File: config.mk
export PLATFORM = sky130hd
export DESIGN_NAME = vga_scanout
export DESIGN_NICKNAME = d
export VERILOG_FILES = /design/src/rtl/vga_pkg.sv /design/src/rtl/vga_pos_counter.sv /design/src/rtl/vga_scanout.sv
export SDC_FILE = /design/constraint.sdc
export NUM_CORES = 1
export LEC_CHECK = 0
export CAP_MARGIN = 40
export CORE_MARGIN = 4
export CORE_UTILIZATION = 46
export DETAILED_ROUTE_END_ITERATION = 8
export GPL_TIMING_DRIVEN = 0
export PLACE_DENSITY = 0.76
export REMOVE_ABC_BUFFERS = 1
export SYNTH_ARGS = -nofsm -noshare
export SYNTH_HDL_FRONTEND = slang
export SYNTH_SLANG_ARGS = --single-unit
File: constraint.sdc
create_clock -name clk -period 2.6 [get_ports clk]
set_input_delay 0.65 -clock clk [delete_from_list [all_inputs] [get_ports clk]]
set_output_delay 0.65 -clock clk [all_outputs]
set_load 0.005 [all_outputs]
File: src/rtl/vga_pkg.sv
// vga_pkg: 640x480 timing constants and scanout state encoding.
package vga_pkg;
  localparam int H_ACTIVE = 640;
  localparam int H_FP = 16;
  localparam int H_SYNC = 96;
  localparam int H_BP = 48;
  localparam int H_TOTAL = H_ACTIVE + H_FP + H_SYNC + H_BP;
  localparam int V_ACTIVE = 480;
  localparam int V_FP = 10;
  localparam int V_SYNC = 2;
  localparam int V_BP = 33;
  localparam int V_TOTAL = V_ACTIVE + V_FP + V_SYNC + V_BP;
  localparam logic [9:0] H_ACT = 10'(H_ACTIVE);
  localparam logic [9:0] H_SS = 10'(H_ACTIVE + H_FP);
  localparam logic [9:0] H_SE = 10'(H_ACTIVE + H_FP + H_SYNC);
  localparam logic [9:0] H_MAX = 10'(H_TOTAL - 1);
  localparam logic [9:0] V_ACT = 10'(V_ACTIVE);
  localparam logic [9:0] V_SS = 10'(V_ACTIVE + V_FP);
  localparam logic [9:0] V_SE = 10'(V_ACTIVE + V_FP + V_SYNC);
  localparam logic [9:0] V_MAX = 10'(V_TOTAL - 1);
  typedef enum logic {IDLE, RUN} state_t;
endpackage

File: src/rtl/vga_pos_counter.sv
// vga_pos_counter: H/V wrap counters with enable and clear; parks at the last position when cleared.
module vga_pos_counter
  import vga_pkg::*;
(
  input  logic       clk,
  input  logic       n_rst,
  input  logic       i_en,
  input  logic       i_clr,
  output logic [9:0] o_h,
  output logic [9:0] o_v,
  output logic [9:0] o_h_nxt,
  output logic [9:0] o_v_nxt
);
  logic [9:0] r_h, r_v;
  assign o_h = r_h;
  assign o_v = r_v;
  assign o_h_nxt = (r_h == H_MAX) ? 10'd0 : r_h + 10'd1;
  assign o_v_nxt = (r_h != H_MAX) ? r_v : (r_v == V_MAX) ? 10'd0 : r_v + 10'd1;
  always_ff @(posedge clk or negedge n_rst) begin
    if (!n_rst) begin
      r_h <= H_MAX;
      r_v <= V_MAX;
    end else if (i_clr) begin
      r_h <= H_MAX;
      r_v <= V_MAX;
    end else if (i_en) begin
      r_h <= o_h_nxt;
      r_v <= o_v_nxt;
    end
  end
endmodule

File: src/rtl/vga_scanout.sv
// vga_scanout: 640x480 VGA timing and pixel scanout from a line FIFO.
// Optional colour-bar generator under VGA_SCANOUT_TEST_PATTERN_EN.
module vga_scanout
  import vga_pkg::*;
#(
  parameter int PIX_W = 8
) (
  input  logic             clk,
  input  logic             n_rst,
  input  logic             s_rst,
  input  logic             pixel_clk,
  input  logic [PIX_W-1:0] pix_data,
  input  logic             pix_valid,
  output logic             pix_ready,
  input  logic             test_mode,
  output logic [9:0]       hcount,
  output logic [9:0]       vcount,
  output logic             hsync,
  output logic             vsync,
  output logic             de,
  output logic [PIX_W-1:0] rgb,
  output logic             sof,
  underflow
);
  state_t r_state, w_state_nxt;
  logic [9:0] w_hn, w_vn;
  logic w_adv, w_act_n, w_tp;
  logic [PIX_W-1:0] w_pat, w_rgb_nxt;
  logic r_hs, r_vs, r_de, r_sof, r_uf;
  logic [PIX_W-1:0] r_rgb;
`ifdef VGA_SCANOUT_TEST_PATTERN_EN
  logic [2:0] w_bar;
  assign w_tp = test_mode;
  assign w_bar = 3'(w_hn / 10'd80);
  assign w_pat = {PIX_W{1'b1}} >> w_bar;
`else
  logic w_unused_tm;
  assign w_unused_tm = test_mode;
  assign w_tp = 1'b0;
  assign w_pat = '0;
`endif
  // IDLE only leaves on a strobe with data available; the counter's park position wraps to (0,0)
  assign w_adv = pixel_clk & ~s_rst & ((r_state == RUN) | pix_valid);
  assign w_act_n = (w_hn < H_ACT) & (w_vn < V_ACT);
  assign pix_ready = w_adv & w_act_n & pix_valid & ~w_tp;
  assign w_rgb_nxt = !w_act_n ? '0 : w_tp ? w_pat : pix_valid ? pix_data : '0;
  vga_pos_counter u_pos (
    .clk    (clk),
    .n_rst  (n_rst),
    .i_en   (w_adv),
    .i_clr  (s_rst),
    .o_h    (hcount),
    .o_v    (vcount),
    .o_h_nxt(w_hn),
    .o_v_nxt(w_vn)
  );
  always_comb begin
    w_state_nxt = s_rst ? IDLE : w_adv ? RUN : r_state;
  end
  always_ff @(posedge clk or negedge n_rst) begin
    if (!n_rst) r_state <= IDLE;
    else r_state <= w_state_nxt;
  end
  always_ff @(posedge clk or negedge n_rst) begin
    if (!n_rst) begin
      r_hs <= 1'b1; r_vs <= 1'b1; r_de <= 1'b0; r_rgb <= '0; r_sof <= 1'b0; r_uf <= 1'b0;
    end else if (s_rst) begin
      r_hs <= 1'b1; r_vs <= 1'b1; r_de <= 1'b0; r_rgb <= '0; r_sof <= 1'b0; r_uf <= 1'b0;
    end else begin
      r_sof <= w_adv & (w_hn == 10'd0) & (w_vn == 10'd0);
      r_uf <= w_adv & w_act_n & ~pix_valid & ~w_tp;
      if (w_adv) begin
        r_de <= w_act_n;
        r_hs <= !(w_hn >= H_SS && w_hn < H_SE);
        r_vs <= !(w_vn >= V_SS && w_vn < V_SE);
        r_rgb <= w_rgb_nxt;
      end
    end
  end
  assign hsync = r_hs;
  assign vsync = r_vs;
  assign de = r_de;
  assign rgb = r_rgb;
  assign sof = r_sof;
  assign underflow = r_uf;
endmodule

==> results of run 1 <==
-- worst paths after layout --
kind	to	slack [ns]	depth (start not counted)
max	pix_ready	-0.51	8
max reg2reg	rgb[1]	0.09	9
max in group asynchronous	u_pos.o_h[7]	1.65	1
min	u_pos.o_h[6]	0.43	1
min reg2reg	de	0.47	2
min in group clk	de	0.47	2
-- per-stage QoR --
stage	power (uW)	TNS (ns)	cell area, sq um
global route	1610	-0.623	3020
finish	1520	-0.513	3020
global placement	1010	-26.05	2650
CTS	1500	-0.793	2970
detailed placement	1020	-9.13	2670
floorplan	863	-0.599	2120
-- kinds of logic (layout without fill, tap and decap cells) --
family / count (synthesis) / count (layout) / share of synthesized area, %
AO/OA/AOI/OAI: 65 / 65 / 21.4
XOR/XNOR: 13 / 13 / 5.12
buffers and inverters: 33 / 90 / 6.47
flip-flops: 34 / 34 / 39.0
adder cells (fa/ha/maj): 3 / 3 / 1.69
AND/OR/NAND/NOR: 115 / 115 / 26.4
-- state kept, by name (all words and copies together) (netlist names) --
| signal | count |
|---|---|
| u_pos.o_h | 10 |
| u_pos.o_v | 10 |
| rgb | 8 |
| de | 1 |
| hsync | 1 |
| r_state | 1 |
| sof | 1 |
| underflow | 1 |
| vsync | 1 |
-- power breakdown --
group	switching [uW]	internal (uW)
Clock	197	213
Sequential	43.9	567
Combinational	269	233
-- cells in the mapped netlist, types with 2 or more instances --
| cell type | instances |
|---|---|
| xor2_1 | 8 |
| xnor2_1 | 5 |
| ha_1 | 3 |
| nor3_1 | 9 |
| a31oi_1 | 4 |
| nand3_1 | 12 |
| o21ai_0 | 13 |
| a41oi_1 | 2 |
| nor2_1 | 27 |
| buf_2 | 4 |
| dfrtp_1 | 22 |
| inv_1 | 12 |
| o211ai_1 | 2 |
| clkbuf_1 | 14 |
| a21o_1 | 2 |
| nand4_1 | 5 |
| nand2b_1 | 4 |
| o31ai_1 | 4 |
| nand2_1 | 31 |
| a21oi_1 | 13 |
| or2_2 | 2 |
| o21a_1 | 2 |
| dfstp_2 | 12 |
| nor4_1 | 4 |
| nor2b_1 | 3 |
| buf_6 | 2 |
| o21bai_1 | 2 |
| nand4b_1 | 2 |
| a221o_1 | 3 |
| and3_1 | 6 |
| o31ai_2 | 7 |
| o2111ai_1 | 2 |
| a211oi_1 | 2 |
-- per-layer routing --
metal,vias to the layer above,share of wire (%)
li1,1061,-
met1,1064,45
met2,71,48
met3,13,5.3
met4,0,1.9
met5,-,0
-- what timing repair did --
action	CTS	global route
setup endpoints to repair	16	9
setup buffers	22	8
resized for setup	27	6
pin swaps	9	2
endpoints found under the hold margin	0	0
-- layout make-up --
cell class / instances / area share (%)
clock buffer: 6 / 2.74
clock inverter: 2 / 0.415
inverter: 12 / 1.49
multi-input combinational: 196 / 43.1
sequential: 34 / 28.8
tap: 54 / 2.24
timing repair buffer: 70 / 21.2
-- cells in the final DEF (no fill, tap or decap), types with 7 or more instances in the layout --
| master | n |
|---|---|
| nand2_1 | 31 |
| buf_4 | 21 |
| a21oi_1 | 13 |
| nor3_1 | 8 |
| nand3_1 | 12 |
| o21ai_0 | 10 |
| nor2_1 | 26 |
| dfrtp_1 | 19 |
| inv_1 | 12 |
| xor2_1 | 7 |
| clkdlybuf4s50_1 | 41 |
| dfstp_2 | 12 |
==> metrics.yaml, run 1 <==
final_net_count: 336
n_antenna_cell: 0
wirelength_um: 6090
synth_edf_count: 0
violations: "negative setup slack"
grt_setup_unrepaired: "yes"
gp_congestion: 0.935
htreeDepth: 2
status: "complete, but fails checks"
drc: 0
seqCellArea_sq_um: 870
row_count: 25
hp-class: "in2async"
io_buffers: 46
coreArea_sq_mm: 0.00469
dieArea_sq_mm: 0.00601
worstPathRequired_ns: 1.95
clock_latency_ns: 0.29
num_vias: 2209
cts_tree: "done"
layout_min_cycle_time_ns: 3.11
dpl.cell_count: 345
fp.dieH_um: 77.5
critPathArrivalTime_ns: 2.46
synth.avg_cell_area_sq_um: 8.45
detail_route.wl_per_cell_um: 16.3
tightest_slew_ns: 0.757
netlist-cell-type-count: 51
chipWidth_um: 77.5
grt_util_met3_pct: 4.18
holdBufCountCts: 0
grtUsageTotal_pct: 21.5
n_fill_cell: 381
cts.clk_slew.worst_paths_ns: 0.07
p_leak_uw: 0.00123
first_global_vias: 2115
antenna_found_initial: 0
yosys_warnings: 0
yosys-top-cells-area: "dfrtp_1 (25%), dfstp_2 (14%), nand2_1 (5.2%)"
fmax_ghz: 0.321
setup_viol: 1
period_share_pct: 120
skew_ns: 0.00330
whs_ns: 0.429
post-synth-top-area-cell: "dfrtp_1"
end_kind: "output port"
cp_top_family: "simple AND/OR/NAND/NOR gates"
maxCapViolCount: 0
numCtsBuffers: 5
place_ws_ns: -1.63
rr_startpoint: "u_pos.o_h[6]"
syn_area_sq_mm: 0.00222
via_per_inst: 5.91
drive_gt1_share_pct: 21.9
met1_usage_pct: 29.3
multi_input_comb_area_sq_mm: 0.00130
grt_pass1_wl_um: 10500
yosysSeqAreaShare_pct: 39.0
relSlewSlack_pct: 49.5
grt-ovfl-total: 0
first_iter_violations: 181
hpwl_um: 3950
drt_first_pass_iters: 4
worstSetupPathType: "reg2out"
ant_nets: 0
syn_to_final_growth_pct: 35.7
slowest_delay_ns: 0.54
timing.final.ws_setup_ns: -0.513
async_reset_ff_share_pct: 100
io_pins: 48
root_buffer: "clkbuf_8"
synth-seq-cells: 34
start_kind: "flip-flop"
fin_cells: 374
start_util_pct: 47.4
busiest_layer: "met2"
synth_top_area_share_pct: 24.8
worstSetupStartpoint: "u_pos.o_h[6]"
ys.flop_type: "dfrtp_1"
final_core_util_pct: 64.3
clk_path_buf_depth: 2
synth_cells: 263
grt_max_degree: 35
hold_violations: 0
met2_usage_pct: 34.2
worstPathCellList: "or4b_4, nor3_4, a31oi_1, a41oi_2, o211ai_1, buf_4, nor2_1, buf_2"
ir_worst_vdd_mv: 0.344
critPathMaxFanout: 9
clock_sinks: 34
power_density_mw_per_mm2: 505
cp.buffers_inverters: 2
slowest_stage: "or4b_4"
finalMaxSlewViolations: 0
(Power assumes the default switching activity.)
==> run 2, diff against run 1 <==
Settings changed: ABC_AREA set to 1, GPL_TIMING_DRIVEN 0 to unset, SKIP_LAST_GASP set to 1.
==> run 2 against run 1 <==
- non-clock buffer count rose by 46
- die area rose by 2.4%
- clock skew rose by 0.0040 ns
- combinational power rose to 2.5 times the previous value
- first-iteration DRC count rose by 45%
- critical path type is now reg2reg
- hold slack improved by 0.053 ns
- register-to-register slack got worse by 0.20 ns
- sequential share of layout area fell by 4.3 points
- critical path depth rose by 11
- the flow still finishes with violations (negative setup slack)
- largest cell class unchanged
==> metrics.yaml, run 2 <==
row_count: 25  # unchanged
yosys-top-cells-area: "dfrtp_1 (24%), nand2_1 (16%), dfstp_2 (14%)"
yosys_warnings: 0  # unchanged
start_util_pct: 48.0  # +0.64 points
cts_tree: "done"
worstPathRequired_ns: 2.83  # +0.88 ns
grt_max_degree: 35  # unchanged
dpl.cell_count: 473  # +37%
gp_congestion: 0.912  # -2.5%
drive_gt1_share_pct: 31.7  # +9.9 points
final_core_util_pct: 74.1  # +9.8 points
async_reset_ff_share_pct: 100  # unchanged
clk_path_buf_depth: 2  # unchanged
placed_area_sq_mm: 0.00311  # +16%
final_area_sq_mm: 0.00352  # +17%
grt_pass1_wl_um: 12200  # +16%
worstSetupStartpoint: "u_pos.o_h[1]"
post-synth-top-area-cell: "dfrtp_1"
chipWidth_um: 78.4  # +1.2%
crit_path_end: "hsync"
synth_edf_count: 0  # unchanged
synth_common_cells: "nand2_1 (98), inv_1 (41), nor2_1 (41), nand3_1 (23), dfrtp_1 (22)"
synth_top_area_share_pct: 24.1  # -0.65 points
io_pins: 48  # unchanged
coreArea_sq_mm: 0.00475  # +1.3%
cts.clk_slew.worst_paths_ns: 0.07  # about the same
reg2reg_to: "hsync"
hpwl_um: 4880  # +24%
syn_to_final_growth_pct: 54.4
end_kind: "flip-flop"
cp_common_cell: "buf_4"
layout_min_cycle_time_ns: 2.71  # -0.407 ns
n_antenna_cell: 0  # unchanged
fmax_ghz: 0.370  # +15%
synth-seq-cells: 34  # unchanged
drt_first_pass_iters: 6  # +2
slowest_delay_ns: 0.57  # +0.03 ns
fp.dieH_um: 78.4  # +1.2%
skew_ns: 0.00727  # +0.00397 ns
first_iter_violations: 262  # +45%
io_buffers: 46  # unchanged
drc: 0  # unchanged
tightest_slew_ns: 0.451  # -0.305 ns
final_common_cell: "nand2_1"
yosysSeqAreaShare_pct: 37.9  # -1.0 points
hold_violations: 0  # unchanged
holdBufCountCts: 0  # unchanged
timing.final.ws_setup_ns: -0.106  # +0.407 ns
critPathMaxFanout: 3  # -6
final_net_count: 457  # +36%
first_global_vias: 2711  # +28%
clock_sinks: 34  # unchanged
antenna_found_initial: 0  # unchanged
num_vias: 2722  # +23%
wirelength_um: 7420  # +22%
worst-r2r-cell-count: 19  # +10
via_per_inst: 5.36  # -9.3%
syn_area_sq_mm: 0.00228  # +2.7%
start_kind: "flip-flop"
dieArea_sq_mm: 0.00615  # +2.4%
root_buffer: "clkbuf_8"
critPathArrivalTime_ns: 2.93  # +0.47 ns
r2r_slack_ns: -0.11  # -0.20 ns
grtUsageTotal_pct: 25.0  # +3.5 points
p_leak_uw: 0.00178  # +45%
hp-class: "reg2reg"
netlist-cell-type-count: 36  # -29%
synth_cells: 323  # +23%
tns_ns: -0.205  # +0.307 ns
setup_viol: 2  # +1
yosysMostFrequentCell: "nand2_1"
ys.flop_type: "dfrtp_1"
ir_worst_vdd_mv: 0.418  # +21%
n_fill_cell: 345  # -9.4%
violations: "negative setup slack"
relSlewSlack_pct: 69.9  # +20 points
slowest_stage: "dfstp_2"
ant_nets: 0  # unchanged
most-common-layout-cells: "nand2_1 (93), buf_4 (69), clkdlybuf4s50_1 (45)"
status: "complete, but fails checks"
worstPathCellList: "buf_6, nand2_2, nor2_4, buf_4, nand3_4, nor2_2, nand2_1, buf_4, buf_4, buf_4, buf_4, buf_4, buf_4, buf_4, buf_4, buf_4, nand3_1, nor3_2, nor2_1"
grt_setup_unrepaired: "yes"
htreeDepth: 2  # unchanged
synth.avg_cell_area_sq_um: 7.07  # -16%
grt-ovfl-total: 0  # unchanged
fin_cells: 508  # +36%
power_density_mw_per_mm2: 663  # +31%
rr_startpoint: "u_pos.o_h[1]"
maxCapViolCount: 0  # unchanged
worstSetupPathType: "reg2reg"
period_share_pct: 104  # -16 points
clock_latency_ns: 0.29  # about the same
detail_route.wl_per_cell_um: 14.6  # -10%
numCtsBuffers: 5  # unchanged
finalMaxSlewViolations: 0  # unchanged
-- run 2: cell families (layout without fill, tap and decap cells) --
group                    after synthesis  count (layout)  synth area share (%)
flip-flops                            34              34                  37.9
AO/OA/AOI/OAI                         25              25                  6.74
AND/OR/NAND/NOR                      208             208                  43.6
adder cells (fa/ha/maj)                3               3                  1.64
XOR/XNOR                               2               2                 0.768
buffers and inverters                 51             169                  9.32
-- run 2: metal layers --
metal,share of wire [%],up-vias,GRT usage (%)
met5,0,-,0
met3,7.4,41,5.96
met2,49,139,44.1
met4,3.5,0,9.97
met1,40,1279,29.0
li1,-,1263,-
-- run 2: where the power goes --
group,internal (uW),switching [uW],total [uW]
Combinational,574,699,1270
Clock,214,197,411
Sequential,596,55.9,652
Total,1380,951,2330
-- run 2: through the flow --
| step | total power, uW | setup slack [ns] | hold WS, ns |
|---|---|---|---|
| 2_1_floorplan | 1220 | 0.107 | 0.354 |
| 3_3_place_gp | 1670 | -0.193 | 0.466 |
| 3_5_place_dp | 1690 | -0.265 | 0.464 |
| 4_1_cts | 2260 | -0.0350 | 0.485 |
| 5_1_grt | 2500 | -0.211 | 0.509 |
| 6_report | 2330 | -0.106 | 0.482 |
-- run 2: what timing repair did --
item | in CTS | in global routing
setup endpoints to repair | 1 | 2
gates resized for setup | 28 | 4
pin swaps | 13 | 1
buffers inserted | 26 | 2
-- run 2: how the worst min path moves through the flow --
stage	from	endpoint	cells after the start
floorplan	n_rst	de	0
finish	rgb[7]	rgb[7]	2
CTS	rgb[7]	rgb[7]	2
global placement	rgb[7]	rgb[7]	2
global route	rgb[2]	rgb[2]	2
detailed placement	de	de	2
-- run 2: final cells by class --
class / count / area [sq um] / area share [%]
clock buffers: 7 / 86.3 / 2.45
clock inverters: 1 / 5.00 / 0.142
inverters: 45 / 176 / 5.01
multi-input cells: 238 / 1320 / 37.5
flip-flops and latches: 34 / 866 / 24.6
well taps: 67 / 83.8 / 2.38
repair buffers: 116 / 985 / 27.9
-- run 2: critical path, delay by kind of cell (launching register included) --
kind                   cells  cell delay (ns)
AND/OR/NAND/NOR            8             0.69
buffers and inverters     11             1.38
flip-flops                 1             0.57
==> run 3, diff against run 2 <==
Settings changed: CORE_ASPECT_RATIO set to 1.2.
Clock period 2.6 ns to 2.28 ns, I/O delays scaled along.
==> run 3 against run 2 <==
- largest power group unchanged
- global-route usage is essentially flat
- highest routed layer unchanged
- register-to-register slack gained 0.39 ns
- worst setup slack lost 0.25 ns
- the run still ends with negative setup slack left
- routed wire length shrank 0.42%
- utilization grew 1.5 points
==> metrics.yaml, run 3 (same netlist as run 2, synthesis figures left out) <==
fmax_ghz: 0.380
hpwl_um: 5170  # +6.0%
first_global_vias: 2750  # +1.4%
end_kind: "output port"
via_per_inst: 5.39  # +0.61%
hp-class: "reg2reg"
worstSetupPathType: "reg2out"
final_core_util_pct: 75.6  # +1.5 points
tns_ns: -0.353  # -0.148 ns
coreArea_sq_mm: 0.00470  # -1.2%
critPathArrivalTime_ns: 2.06  # -0.87 ns
rr_startpoint: "u_pos.o_h[1]"
drt_first_pass_iters: 5  # -1
wirelength_um: 7390  # -0.42%
numCtsBuffers: 5  # unchanged
busiest_layer: "met2"
dpl.cell_count: 486  # +2.7%
min_to: "r_state"
cts.clk_slew.worst_paths_ns: 0.08  # about the same
worstPathRequired_ns: 1.71  # -1.12 ns
final_area_sq_mm: 0.00355  # +0.71%
root_buffer: "clkbuf_8"
fin_cells: 504  # -0.79%
relSlewSlack_pct: 71.7  # +1.8 points
setup_viol: 1  # -1
clk_path_buf_depth: 2  # unchanged
placed_area_sq_mm: 0.00326  # +4.9%
fp.dieH_um: 85.2  # +8.6%
final_common_cell: "nand2_1"
r2r_slack_ns: 0.28  # +0.39 ns
row_count: 27  # +8.0%
grt_util_met3_pct: 4.62  # -1.3 points
grt_pass1_wl_um: 12400  # +1.4%
met1_usage_pct: 29.5  # +0.43 points
grt_setup_unrepaired: "yes"
hold_violations: 0  # unchanged
critPathMaxFanout: 6  # +3
tightest_slew_ns: 0.424  # -0.0272 ns
drive_gt1_share_pct: 30.7  # -1.0 points
chipWidth_um: 72.3  # -7.8%
grt-ovfl-total: 0  # unchanged
layout_min_cycle_time_ns: 2.63
worstSetupStartpoint: "u_pos.o_h[1]"
seqCellArea_sq_um: 866  # unchanged
final_net_count: 462  # +1.1%
gp_congestion: 0.914  # +0.21%
cts_tree: "done"
grt_max_degree: 35  # unchanged
finalMaxSlewViolations: 0  # unchanged
worst-r2r-cell-count: 12  # -7
num_vias: 2717  # -0.18%
status: "complete, but fails checks"
timing.final.ws_setup_ns: -0.353  # -0.247 ns
htreeDepth: 2  # unchanged
period_share_pct: 115
grtUsageTotal_pct: 25.0  # about the same
most-common-layout-cells: "nand2_1 (96), buf_4 (72), clkdlybuf4s50_1 (45)"
n_fill_cell: 354  # +2.6%
min_from: "r_state"
ant_nets: 0  # unchanged
ir_worst_vdd_mv: 0.492  # +18%
power_density_mw_per_mm2: 815  # +23%
clock_latency_ns: 0.30  # about the same
detail_route.wl_per_cell_um: 14.7  # +0.37%
n_antenna_cell: 0  # unchanged
first_iter_violations: 209  # -20%
clock_sinks: 34  # unchanged
hold_depth: 2  # unchanged
dieArea_sq_mm: 0.00616  # about the same
io_buffers: 46  # unchanged
total_power_uw: 2890  # +24%
drc: 0  # unchanged
io_pins: 48  # unchanged
start_kind: "flip-flop"
maxCapViolCount: 0  # unchanged
reg2reg_to: "vsync"
violations: "negative setup slack"
skew_ns: 0.00882  # +0.00156 ns
p_leak_uw: 0.00183  # +3.1%
start_util_pct: 48.6  # +0.60 points
met2_usage_pct: 42.5  # -1.6 points
antenna_found_initial: 0  # unchanged
syn_to_final_growth_pct: 55.5
multi_input_comb_area_sq_mm: 0.00127  # -4.0%
==> run 3: cell count changes in the layout (fill, tap and decap cells not counted), moves of 3 or more <==
cell | previous run | this run
nor2_4 | 7 | 4
nand2_2 | 13 | 9
nor2_2 | 7 | 10
nand3_1 | 18 | 22
nand2_1 | 93 | 96
buf_4 | 69 | 72
==> run 3: how the worst max path moves through the flow <==
stage | to | slack, ns | depth (start not counted)
3_5_place_dp | pix_ready | -0.47 | 10
6_report | pix_ready | -0.35 | 11
2_1_floorplan | pix_ready | -0.13 | 9
5_1_grt | pix_ready | -0.47 | 12
4_1_cts | pix_ready | -0.31 | 12
3_3_place_gp | pix_ready | -0.41 | 10
==> run 3: timing repair <==
item                                    4_1_cts  5_1_grt
hold buffers                                  0        0
gates cloned                                  0        0
resized for setup                            20        1
hold endpoints to repair                      0        0
endpoints found under the setup margin        1        1
pin swaps                                    12        3
buffers inserted                              6        4
==> run 3: through the flow <==
step | hold slack [ns] | setup slack (ns)
floorplan | 0.274 | -0.133
global placement | 0.450 | -0.411
detailed placement | 0.461 | -0.468
CTS | 0.481 | -0.313
global route | 0.518 | -0.469
finish | 0.482 | -0.353
==> run 3: routing by layer <==
metal	vias to the layer above	routed length [um]
met5	-	0
met4	0	304
met3	38	522
met2	155	3720
met1	1250	2840
li1	1274	-
==> run 3: power by group <==
| group | internal (uW) | switching (uW) |
|---|---|---|
| sequential | 680 | 62.0 |
| combinational | 696 | 780 |
| clock | 438 | 238 |
| total | 1810 | 1080 |
==> run 3: layout make-up <==
class / instances / share of cell area, %
clock buffer: 5 / 1.94
timing repair buffer: 121 / 29.0
multi-input combinational: 238 / 35.8
inverter: 45 / 4.90
sequential: 34 / 24.4
clock inverter: 3 / 1.94
tap: 58 / 2.05
==> run 3: critical path, cell delays in order (launching register included) <==
cell,delay (ns)
dfstp_2,0.57
ha_4,0.16
nand4_4,0.10
nor2_4,0.21
buf_6,0.12
nand4_1,0.11
nand2_2,0.13
nor2_4,0.05
nand2_4,0.06
nand3_4,0.07
nor2_2,0.08
buf_2,0.11
